### config.mk
export PLATFORM = sky130hd
export DESIGN_NAME = button_conditioner
export DESIGN_NICKNAME = d
export VERILOG_FILES = /design/src/rtl/button_pkg.sv /design/src/rtl/button_conditioner_debounce_channel.sv /design/src/rtl/button_conditioner.sv
export SDC_FILE = /design/constraint.sdc
export NUM_CORES = 1
export LEC_CHECK = 0
export ABC_CLOCK_PERIOD_IN_PS = 2650
export CAP_MARGIN = 20
export CORE_ASPECT_RATIO = 0.6
export CORE_MARGIN = 1
export CORE_UTILIZATION = 47
export DETAILED_ROUTE_END_ITERATION = 7
export SYNTH_ARGS = -nofsm -noshare
export SYNTH_HDL_FRONTEND = slang
export SYNTH_HIERARCHICAL = 1
export SYNTH_SLANG_ARGS = --single-unit
### constraint.sdc
create_clock -name clk_clk -period 2.65 [get_ports clk_clk]
set_clock_uncertainty 0.2 [all_clocks]
set_input_delay 0.265 -clock clk_clk [delete_from_list [all_inputs] [get_ports clk_clk]]
set_output_delay 0.265 -clock clk_clk [all_outputs]
set_load 0.01 [all_outputs]
### src/rtl/button_pkg.sv
// rtl/button_pkg.sv - shared types and helpers for the push-button conditioner
//
// Contents:
//   btn_state_t      per-channel debounce FSM state
//   cycles_from_us   clock cycles in a given number of microseconds

package button_pkg;

    // UP_* states hold a released (high) level, DN_* a pressed (low) level.
    // *_CHECK states are timing a candidate level change.
    typedef enum logic [1:0] {
        UP_STABLE = 2'd0,
        DN_CHECK  = 2'd1,
        DN_STABLE = 2'd2,
        UP_CHECK  = 2'd3
    } btn_state_t;

    // Divide first so large clock rates do not overflow the product.
    function automatic int cycles_from_us(input int clk_hz, input int us);
        return (clk_hz / 1_000_000) * us;
    endfunction

endpackage

### src/rtl/button_conditioner_debounce_channel.sv
// rtl/button_conditioner_debounce_channel.sv - one button: synchronizer, debounce FSM, strobes
//
// Ports:
//   clk            system clock
//   rst_n          asynchronous active-low reset
//   raw            raw active-low pin, asynchronous to clk
//   level          debounced active-low level (registered)
//   press_pulse    one-cycle strobe when a press (1->0) is accepted
//   release_pulse  one-cycle strobe when a release (0->1) is accepted

module debounce_channel
    import button_pkg::*;
#(
    parameter int DEBOUNCE_CYCLES = 10
) (
    input  logic clk,
    input  logic rst_n,
    input  logic raw,
    output logic level,
    output logic press_pulse,
    output logic release_pulse
);

    localparam int CW = $clog2(DEBOUNCE_CYCLES + 1);
    localparam logic [CW-1:0] LAST  = CW'(DEBOUNCE_CYCLES - 1);
    localparam logic [CW-1:0] ONE   = CW'(1);
    // The CHECK state is entered with one stable sample already seen. With a
    // one-cycle window that first CHECK cycle must commit, so start at LAST.
    localparam logic [CW-1:0] FIRST = (DEBOUNCE_CYCLES == 1) ? LAST : ONE;

    logic          sync1_q;
    logic          sync2_q;
    btn_state_t    state_q, state_d;
    logic [CW-1:0] count_q, count_d;
    logic          level_q, level_d;
    logic          press_q, press_d;
    logic          release_q, release_d;

    // Two-flop synchronizer; resets to the released level so a pin held low
    // through reset is seen as a fresh press afterwards.
    always_ff @(posedge clk or negedge rst_n) begin
        if (!rst_n) begin
            sync1_q <= 1'b1;
            sync2_q <= 1'b1;
        end else begin
            sync1_q <= raw;
            sync2_q <= sync1_q;
        end
    end

    always_ff @(posedge clk or negedge rst_n) begin
        if (!rst_n) begin
            state_q   <= UP_STABLE;
            count_q   <= '0;
            level_q   <= 1'b1;
            press_q   <= 1'b0;
            release_q <= 1'b0;
        end else begin
            state_q   <= state_d;
            count_q   <= count_d;
            level_q   <= level_d;
            press_q   <= press_d;
            release_q <= release_d;
        end
    end

    // Any sample that disagrees with the candidate level abandons the window
    // and clears the count, so a bounce never earns partial credit.
    always_comb begin
        state_d   = state_q;
        count_d   = count_q;
        level_d   = level_q;
        press_d   = 1'b0;
        release_d = 1'b0;
        unique case (state_q)
            UP_STABLE: begin
                if (!sync2_q) begin
                    state_d = DN_CHECK;
                    count_d = FIRST;
                end
            end
            DN_CHECK: begin
                if (sync2_q) begin
                    state_d = UP_STABLE;
                    count_d = '0;
                end else if (count_q == LAST) begin
                    state_d = DN_STABLE;
                    count_d = '0;
                    level_d = 1'b0;
                    press_d = 1'b1;
                end else begin
                    count_d = count_q + ONE;
                end
            end
            DN_STABLE: begin
                if (sync2_q) begin
                    state_d = UP_CHECK;
                    count_d = FIRST;
                end
            end
            UP_CHECK: begin
                if (!sync2_q) begin
                    state_d = DN_STABLE;
                    count_d = '0;
                end else if (count_q == LAST) begin
                    state_d   = UP_STABLE;
                    count_d   = '0;
                    level_d   = 1'b1;
                    release_d = 1'b1;
                end else begin
                    count_d = count_q + ONE;
                end
            end
            default: begin
                state_d = UP_STABLE;
                count_d = '0;
            end
        endcase
    end

    assign level         = level_q;
    assign press_pulse   = press_q;
    assign release_pulse = release_q;

endmodule

### src/rtl/button_conditioner.sv
// rtl/button_conditioner.sv - debounced active-low buttons for the HPS conduit plus press/release strobes
//
// Ports:
//   clk_clk          system clock
//   reset_reset_n    asynchronous active-low reset
//   buttons_raw      raw active-low pins (0 = pressed), asynchronous
//   buttons_conduit  debounced active-low levels to the HPS buttons conduit
//   press_pulse      per-button one-cycle strobe on accepted press
//   release_pulse    per-button one-cycle strobe on accepted release

module button_conditioner
    import button_pkg::*;
#(
    parameter int N_BUTTONS   = 2,
    parameter int CLK_HZ      = 50_000_000,
    parameter int DEBOUNCE_US = 10_000
) (
    input  logic                 clk_clk,
    input  logic                 reset_reset_n,
    input  logic [N_BUTTONS-1:0] buttons_raw,
    output logic [N_BUTTONS-1:0] buttons_conduit,
    output logic [N_BUTTONS-1:0] press_pulse,
    output logic [N_BUTTONS-1:0] release_pulse
);

    localparam int DEBOUNCE_CYCLES = cycles_from_us(CLK_HZ, DEBOUNCE_US);

    generate
        if (DEBOUNCE_CYCLES < 1) begin : g_bad_cfg
            $error("button_conditioner: DEBOUNCE_CYCLES must be at least 1");
        end
    endgenerate

    genvar gi;
    generate
        for (gi = 0; gi < N_BUTTONS; gi++) begin : g_chan
            debounce_channel #(
                .DEBOUNCE_CYCLES(DEBOUNCE_CYCLES)
            ) u_chan (
                .clk          (clk_clk),
                .rst_n        (reset_reset_n),
                .raw          (buttons_raw[gi]),
                .level        (buttons_conduit[gi]),
                .press_pulse  (press_pulse[gi]),
                .release_pulse(release_pulse[gi])
            );
        end
    endgenerate

endmodule

==> results.yml, run 1 <==
die:
  design.core.area_um2: 5620
  floorplan.io_pins: 10
  starting_density_of_the_core_pct: 49.4
  die_width_um: 101
  rows: 21
  die_area_um2: 6230
  die_height_um: 61.6
grt:
  pin_count_of_the_biggest_net_entering_global_routing: 42
  globalRoute.totalOverflow: 0
  first_global_vias: 1959
  antenna_violations_before_repair: 0
  grt_pass1_wl_um: 9990
  groute.usage.overall_pct: 21.1
power_and_ir_drop:
  switching_power_of_the_nets_mw: 0.356
  sw_frac_of_total_pct: 25.2
  static-leakage-power_nw: 1.28
  cellInternalPower_mw: 1.06
  share_clk_of_total_power_pct: 34.6
  power.density_nw_per_um2: 462
  worst_ir_drop_vdd_mv: 0.225
  comb_power_share_pct: 7.0
  power.sequential.fraction_pct: 58.5
clocking:
  numCtsBuffers: 5
  cts.path.max_buffers: 2
  cts.sink_count: 52
  insertion_delay_of_the_later_clocked_pin_in_the_worst_skew_pair_ns: 0.30
  clock_tree_from_tritoncts: "done"
  ctsRootBufferMaster: "sky130_fd_sc_hd__clkbuf_8"
  cts.htree.levels: 2
  clkSlewWorstSetupHoldPaths_ns: 0.10
  cts_setup_buffers: 0
worst_setup_path:
  worst_path_max_delay_cell: "sky130_fd_sc_hd__or4_4"
  criticalPathCategory: "flip-flop to flip-flop"
  critPathCaptureType: "flip-flop"
  startpoint_type: "flip-flop"
  worstPathMaxFanout: 6
  cp_slowest_stage_delay_ns: 0.55
  arrival_ns: 2.44
  crit_path_cell_trace: "ha_1, and3_4, nand3_2, or4_4, or4_1, nand3_1"
  critical_path_required_ns: 2.69
yosys:
  synth-async-reset-ratio_pct: 100
  mappedNetlistNets: 297
  post_synth_inst_count: 291
  yosys_register_bits: 52
  post-synth-top-area-fraction_pct: 41.4
  synthDominantAreaCellType: "sky130_fd_sc_hd__dfrtp_1"
  ys_warn_count: 6
  netlist_area_um2: 2780
  leading_register_cell_type_out_of_synthesis: "sky130_fd_sc_hd__dfrtp_1"
  synth-seq-area-share_pct: 47.1
  synthDistinctLibCells: 54
  post_synth.cell_area_avg_um2: 9.55
  synthTopCellsByArea: "sky130_fd_sc_hd__dfrtp_1 41%, sky130_fd_sc_hd__dfstp_2 5.7%, sky130_fd_sc_hd__nand3_1 4.7%, sky130_fd_sc_hd__nand2_1 3.9%, sky130_fd_sc_hd__o21ai_0 3.4%"
  synth-edff-count: 0
routing:
  via_count: 2275
  post_drt_via_cell_ratio: 5.92
  antenna_violating_nets_post_route: 0
  final_routed_wirelength_across_all_metal_layers_um: 5980
  dr.first_iter.drc_count: 170
  drt_pre_antenna_iters: 4
  route.detailed.wl_per_inst_um: 15.6
  post-route-drc-count: 0
cells_and_area:
  final_nets: 309
  antenna_cells_inserted: 0
  layout-drive-gt1-share_pct: 12.2
  area_growth_pct: 10.1
  finish.utilization_pct: 54.4
sta:
  report.final.slew_viol_count: 0
  max_freq_mhz: 417
  min_period_over_period_pct: 90.4
  finalWorstPathRequiredPeriod_ns: 2.40
  finalSetupViolCount: 0
  report.final.hold_viol_count: 0
  slew_headroom_pct: 39.5
  grt_setup_unrepaired: "false"
  totalNegativeSetupSlack_ns: 0
  timing_worst_slew_pin_value_ns: 0.908
outcome:
  status: "complete, no violations"
place:
  count_of_buffers_inserted_at_the_top_level_ports: 9
  place.gp.congestion: 0.870
  dp.final_hpwl_um: 4250
hold_path:
  min_path_type: "input pin to flip-flop"
job:
  drv.max_cap_violation_count: 0
==> cell usage after synthesis (all sizes together), types with 7 or more instances <==
master and number:
nand4 8, or3 9, inv 13, o21ai 20, dfrtp 46, a21o 7
nand2 30, nor3 11, nor2 14, nand3 27, nor4 7, a21oi 18
==> metrics by stage <==
stage                     hold slack [ns]  total power, mW  cells  setup slack (ns)  instance area [um2]
after floorplan                    -0.231            0.897    291             0.497                 2780
after global placement              0.145            0.935    374             0.312                 2940
after detailed placement            0.148            0.940    375             0.204                 2950
after CTS                           0.139             1.44    384             0.176                 3060
after global routing                0.149             1.49    384            0.0720                 3060
final                               0.157             1.41    384             0.255                 3060
==> registers in the layout, summed over array words and instances, names as in the netlist, named ones only <==
name                         flops
g_chan.u_chan/state_q            2
g_chan.u_chan/sync1_q            2
g_chan.u_chan/level              2
g_chan.u_chan/release_pulse      2
g_chan.u_chan/sync2_q            2
g_chan.u_chan/count_q           38
g_chan.u_chan/press_pulse        2
==> critical path, delay by kind of cell (launching register included) <==
family                   cells  cell delay, ns
AND/OR/NAND/NOR              5            1.42
flip-flops                   1            0.45
adder cells (fa/ha/maj)      1            0.26
==> per-layer routing <==
layer | global-route usage (%) | part of all wire (%) | vias to the layer above
met5 | 0 | 0 | -
met2 | 26.4 | 37 | 69
met1 | 34.8 | 56 | 1102
met3 | 4.99 | 6.1 | 5
li1 | - | - | 1099
met4 | 4.97 | 0.67 | 0
==> layout make-up <==
type	count	area [um2]
fillers	528	2560
multi-input cells	216	1370
flip-flops and latches	52	1310
repair buffers	15	136
well taps	80	100
clock buffers	6	82.6
inverters	13	48.8
clock inverters	2	13.8
==> power groups by stage <==
| stage | logic, mW | registers, mW | clock network (mW) |
|---|---|---|---|
| 2_1_floorplan | 0.0609 | 0.836 | 0 |
| 3_3_place_gp | 0.0939 | 0.841 | 0 |
| 3_5_place_dp | 0.0979 | 0.842 | 0 |
| 4_1_cts | 0.0992 | 0.827 | 0.510 |
| 5_1_grt | 0.113 | 0.830 | 0.542 |
| 6_report | 0.0986 | 0.827 | 0.489 |
==> layout by cell type (no fill, tap or decap), types with 2 or more instances in the layout <==
cell                               n
sky130_fd_sc_hd__a21o_1            7
sky130_fd_sc_hd__a21oi_1          17
sky130_fd_sc_hd__a22o_1            5
sky130_fd_sc_hd__and2_1            4
sky130_fd_sc_hd__and3_1            3
sky130_fd_sc_hd__and4_1            5
sky130_fd_sc_hd__and4bb_1          2
sky130_fd_sc_hd__buf_4             4
sky130_fd_sc_hd__clkbuf_8          6
sky130_fd_sc_hd__clkdlybuf4s50_1   8
sky130_fd_sc_hd__dfrtp_1          46
sky130_fd_sc_hd__dfstp_2           6
sky130_fd_sc_hd__ha_1              2
sky130_fd_sc_hd__inv_1            13
sky130_fd_sc_hd__mux2i_1           3
sky130_fd_sc_hd__nand2_1          29
sky130_fd_sc_hd__nand3_1          26
sky130_fd_sc_hd__nand4_1           7
sky130_fd_sc_hd__nand4b_1          2
sky130_fd_sc_hd__nor2_1           14
sky130_fd_sc_hd__nor3_1           10
sky130_fd_sc_hd__nor4_1            6
sky130_fd_sc_hd__o211ai_1          2
sky130_fd_sc_hd__o21a_1            4
sky130_fd_sc_hd__o21ai_0          19
sky130_fd_sc_hd__o21bai_1          2
sky130_fd_sc_hd__o22ai_1           2
sky130_fd_sc_hd__o31ai_1           2
sky130_fd_sc_hd__or2_2             2
sky130_fd_sc_hd__or3_1             8
sky130_fd_sc_hd__or4_1             3
sky130_fd_sc_hd__xnor2_1           4
sky130_fd_sc_hd__xor2_1            4
==> worst paths after layout <==
path / startpoint / endpoint / slack [ns] / depth (start not counted)
max: g_chan[1].u_chan/count_q[0]$_DFFE_PN0P_ / g_chan[1].u_chan/count_q[16]$_DFFE_PN0P_ / 0.25 / 6
min: buttons_raw[0] / g_chan[0].u_chan/sync1_q$_DFF_PN1_ / 0.16 / 1
max reg2reg: g_chan[1].u_chan/count_q[0]$_DFFE_PN0P_ / g_chan[1].u_chan/count_q[16]$_DFFE_PN0P_ / 0.25 / 6
min reg2reg: g_chan[0].u_chan/sync1_q$_DFF_PN1_ / g_chan[0].u_chan/sync2_q$_DFF_PN1_ / 0.16 / 0
max in group asynchronous: reset_reset_n / g_chan[0].u_chan/count_q[14]$_DFFE_PN0P_ / 1.16 / 3
min in group asynchronous: reset_reset_n / g_chan[1].u_chan/count_q[8]$_DFFE_PN0P_ / 0.42 / 2
==> logic make-up (layout without fill, tap and decap cells) <==
kind of cell / count (synthesis) / in the layout / synth area share [%]
fa+ha+maj: 2 / 2 / 0.900
simple gates: 132 / 132 / 27.4
flops: 52 / 52 / 47.1
buf+inv: 23 / 36 / 3.78
mux: 4 / 4 / 1.49
compound gates: 69 / 69 / 16.2
xor+xnor: 9 / 9 / 3.11
==> timing repair <==
action / in CTS / in global routing
hold buffers: 1 / 0
setup endpoints to repair: 0 / 7
endpoints found under the hold margin: 33 / 0
resized for setup: 0 / 1
Power figures use the tool's default switching activity.
==> run 2: changes to the inputs <==
--- a/config.mk
+++ b/config.mk
@@ -7,7 +7,6 @@
 export LEC_CHECK = 0
 export ABC_CLOCK_PERIOD_IN_PS = 2650
 export CAP_MARGIN = 20
-export CORE_ASPECT_RATIO = 0.6
 export CORE_MARGIN = 1
 export CORE_UTILIZATION = 47
 export DETAILED_ROUTE_END_ITERATION = 7
==> run 2 against run 1 <==
Design area is essentially flat. Register-to-register slack gained 0.10 ns. Sequential share of layout area is essentially flat. Total power grew 3.7%. Worst setup slack gained 0.10 ns. Non-clock buffer count grew 1. Via count shrank 4.6%. Sequential cell count is the same. Count of clock-buffer cells in the layout is the same. Routed wire length shrank 3.5%. Sequential power is essentially flat. Combinational power shrank 2.1%. Largest power group unchanged. Highest routed layer unchanged.
==> results.yml, run 2 (synthesis gave the netlist of run 1 again) <==
worst_setup_path:
  worstPathMaxFanout: 5
  criticalPathCategory: "flip-flop to flip-flop"
  crit_path_cell_trace: "ha_1, and3_4, nand3_2, or4_4, or4_1, nand3_1"
  critical_path_required_ns: 2.70
  worst-path-buf-inv: 0
  critPathCaptureType: "flip-flop"
  cp_slowest_stage_delay_ns: 0.54
  worst_path_max_delay_cell: "sky130_fd_sc_hd__or4_4"
  startpoint_type: "flip-flop"
  crit_family: "simple AND/OR/NAND/NOR gates"
  arrival_ns: 2.34
  ff2ff_setup_slack_ns: 0.36
place:
  place.gp.congestion: 0.795
  count_of_buffers_inserted_at_the_top_level_ports: 9
  post-place-cells: 368
  place_ws_ns: 0.372
  dp.final_hpwl_um: 3990
routing:
  route.detailed.wl_per_inst_um: 15.3
  met3WireLength_um: 234
  routed_metal_1_wirelength_um: 3010
  post_drt_via_cell_ratio: 5.76
  dr.first_iter.drc_count: 154
  post-route-drc-count: 0
  via_count: 2170
  antenna_violating_nets_post_route: 0
  met2_length_um: 2460
  drt_pre_antenna_iters: 4
  route.top_layer_used: "met4"
  final_routed_wirelength_across_all_metal_layers_um: 5770
clocking:
  cts_setup_buffers: 0
  ctsRootBufferMaster: "sky130_fd_sc_hd__clkbuf_8"
  cts.path.max_buffers: 2
  cts.sink_count: 52
  numCtsBuffers: 5
  clkSlewWorstSetupHoldPaths_ns: 0.10
  insertion_delay_of_the_later_clocked_pin_in_the_worst_skew_pair_ns: 0.31
  cts.htree.levels: 2
  clock_tree_from_tritoncts: "done"
cells_and_area:
  final_common_cell: "sky130_fd_sc_hd__dfrtp_1"
  layout.cells.most_common_list: "46 x sky130_fd_sc_hd__dfrtp_1, 29 x sky130_fd_sc_hd__nand2_1, 26 x sky130_fd_sc_hd__nand3_1"
  post_layout_nonfiller_instances: 377
  area_growth_pct: 10.1
  registers.top_by_ff_count: "g_chan.u_chan/count_q"
  number_of_flip_flops_under_the_largest_register_name: 38
  final_nets: 310
  layout-drive-gt1-share_pct: 11.8
  antenna_cells_inserted: 0
power_and_ir_drop:
  power.density_nw_per_um2: 479
  power_mw: 1.47
  static-leakage-power_nw: 1.28
  worst_ir_drop_vdd_mv: 0.271
die:
  rows: 27
  starting_density_of_the_core_pct: 49.6
  design.core.area_um2: 5610
  die_width_um: 78.9
  floorplan.io_pins: 10
  die_height_um: 78.9
  die_area_um2: 6220
sta:
  finalSetupViolCount: 0
  grt_setup_unrepaired: "false"
  fin_worst_hold_slack_ns: 0.155
  report.final.slew_viol_count: 0
  totalNegativeSetupSlack_ns: 0
  finalWorstPathRequiredPeriod_ns: 2.29
  slew_headroom_pct: 57.2
  max_freq_mhz: 436
  timing_worst_slew_pin_value_ns: 0.636
  report.final.hold_viol_count: 0
  min_period_over_period_pct: 86.5
  setup_ws_ns: 0.358
grt:
  globalRoute.totalOverflow: 0
  first_global_vias: 2132
  pin_count_of_the_biggest_net_entering_global_routing: 30
  antenna_violations_before_repair: 0
  grt_pass1_wl_um: 10100
  groute.usage.overall_pct: 20.8
outcome:
  status: "complete, no violations"
job:
  drv.max_cap_violation_count: 0
hold_path:
  min_path_type: "input pin to flip-flop"
==> run 2: cell type report <==
cell class,count,area [um2]
sequential,52,1310
clock inverter,2,35.0
fill,541,2550
clock buffer,6,72.6
inverter,13,48.8
multi-input combinational,216,1370
timing repair buffer,16,140
tap,72,90.1
==> run 2: final timing paths <==
check                      depth (start not counted)                               startpoint                                  endpoint
setup / recovery                                   6  g_chan[1].u_chan/count_q[1]$_DFFE_PN0P_  g_chan[1].u_chan/count_q[16]$_DFFE_PN0P_
hold / removal                                     1                           buttons_raw[0]        g_chan[0].u_chan/sync1_q$_DFF_PN1_
setup reg to reg                                   6  g_chan[1].u_chan/count_q[1]$_DFFE_PN0P_  g_chan[1].u_chan/count_q[16]$_DFFE_PN0P_
hold reg to reg                                    0       g_chan[1].u_chan/sync1_q$_DFF_PN1_        g_chan[1].u_chan/sync2_q$_DFF_PN1_
max in group asynchronous                          3                            reset_reset_n        g_chan[0].u_chan/sync2_q$_DFF_PN1_
min in group asynchronous                          3                            reset_reset_n   g_chan[1].u_chan/count_q[8]$_DFFE_PN0P_
==> run 2: power by group <==
part | total [mW] | switching [mW] | leakage, nW | internal (mW)
registers | 0.826 | 0.0179 | 0.694 | 0.809
clock network | 0.544 | 0.264 | 0.0552 | 0.281
logic | 0.0965 | 0.0614 | 0.535 | 0.0351
total | 1.47 | 0.343 | 1.28 | 1.12
==> run 2: worst register-to-register path: cells and delay by family (launching register included) <==
kind,cells,cell delay (ns)
simple gates,5,1.36
fa+ha+maj,1,0.24
flops,1,0.43
==> run 2: per-stage QoR <==
stage / util [%] / instance area (um2)
global placement: 52.5 / 2940
CTS: 54.6 / 3060
finish: 54.6 / 3060
global route: 54.6 / 3060
detailed placement: 52.5 / 2940
floorplan: - / 2780
==> run 2: repair_timing <==
action | in CTS | in global routing
hold buffers | 1 | 0
endpoints found under the setup margin | 0 | 0
gates resized for setup | 0 | 0
endpoints found under the hold margin | 46 | 0
==> run 2: metal layers <==
layer | track usage (%) | vias to the layer above
met3 | 3.79 | 6
met2 | 31.2 | 46
met4 | 6.00 | 0
li1 | - | 1100
met1 | 30.6 | 1018
met5 | 0 | -
==> run 3: changes to the inputs <==
--- a/config.mk
+++ b/config.mk
@@ -10,6 +10,7 @@
 export CORE_MARGIN = 1
 export CORE_UTILIZATION = 47
 export DETAILED_ROUTE_END_ITERATION = 7
+export GPL_ROUTABILITY_DRIVEN = 0
 export SYNTH_ARGS = -nofsm -noshare
 export SYNTH_HDL_FRONTEND = slang
 export SYNTH_HIERARCHICAL = 1
==> results of run 3 <==
No change in the layout: final DEF, timing and power equal those of run 2.
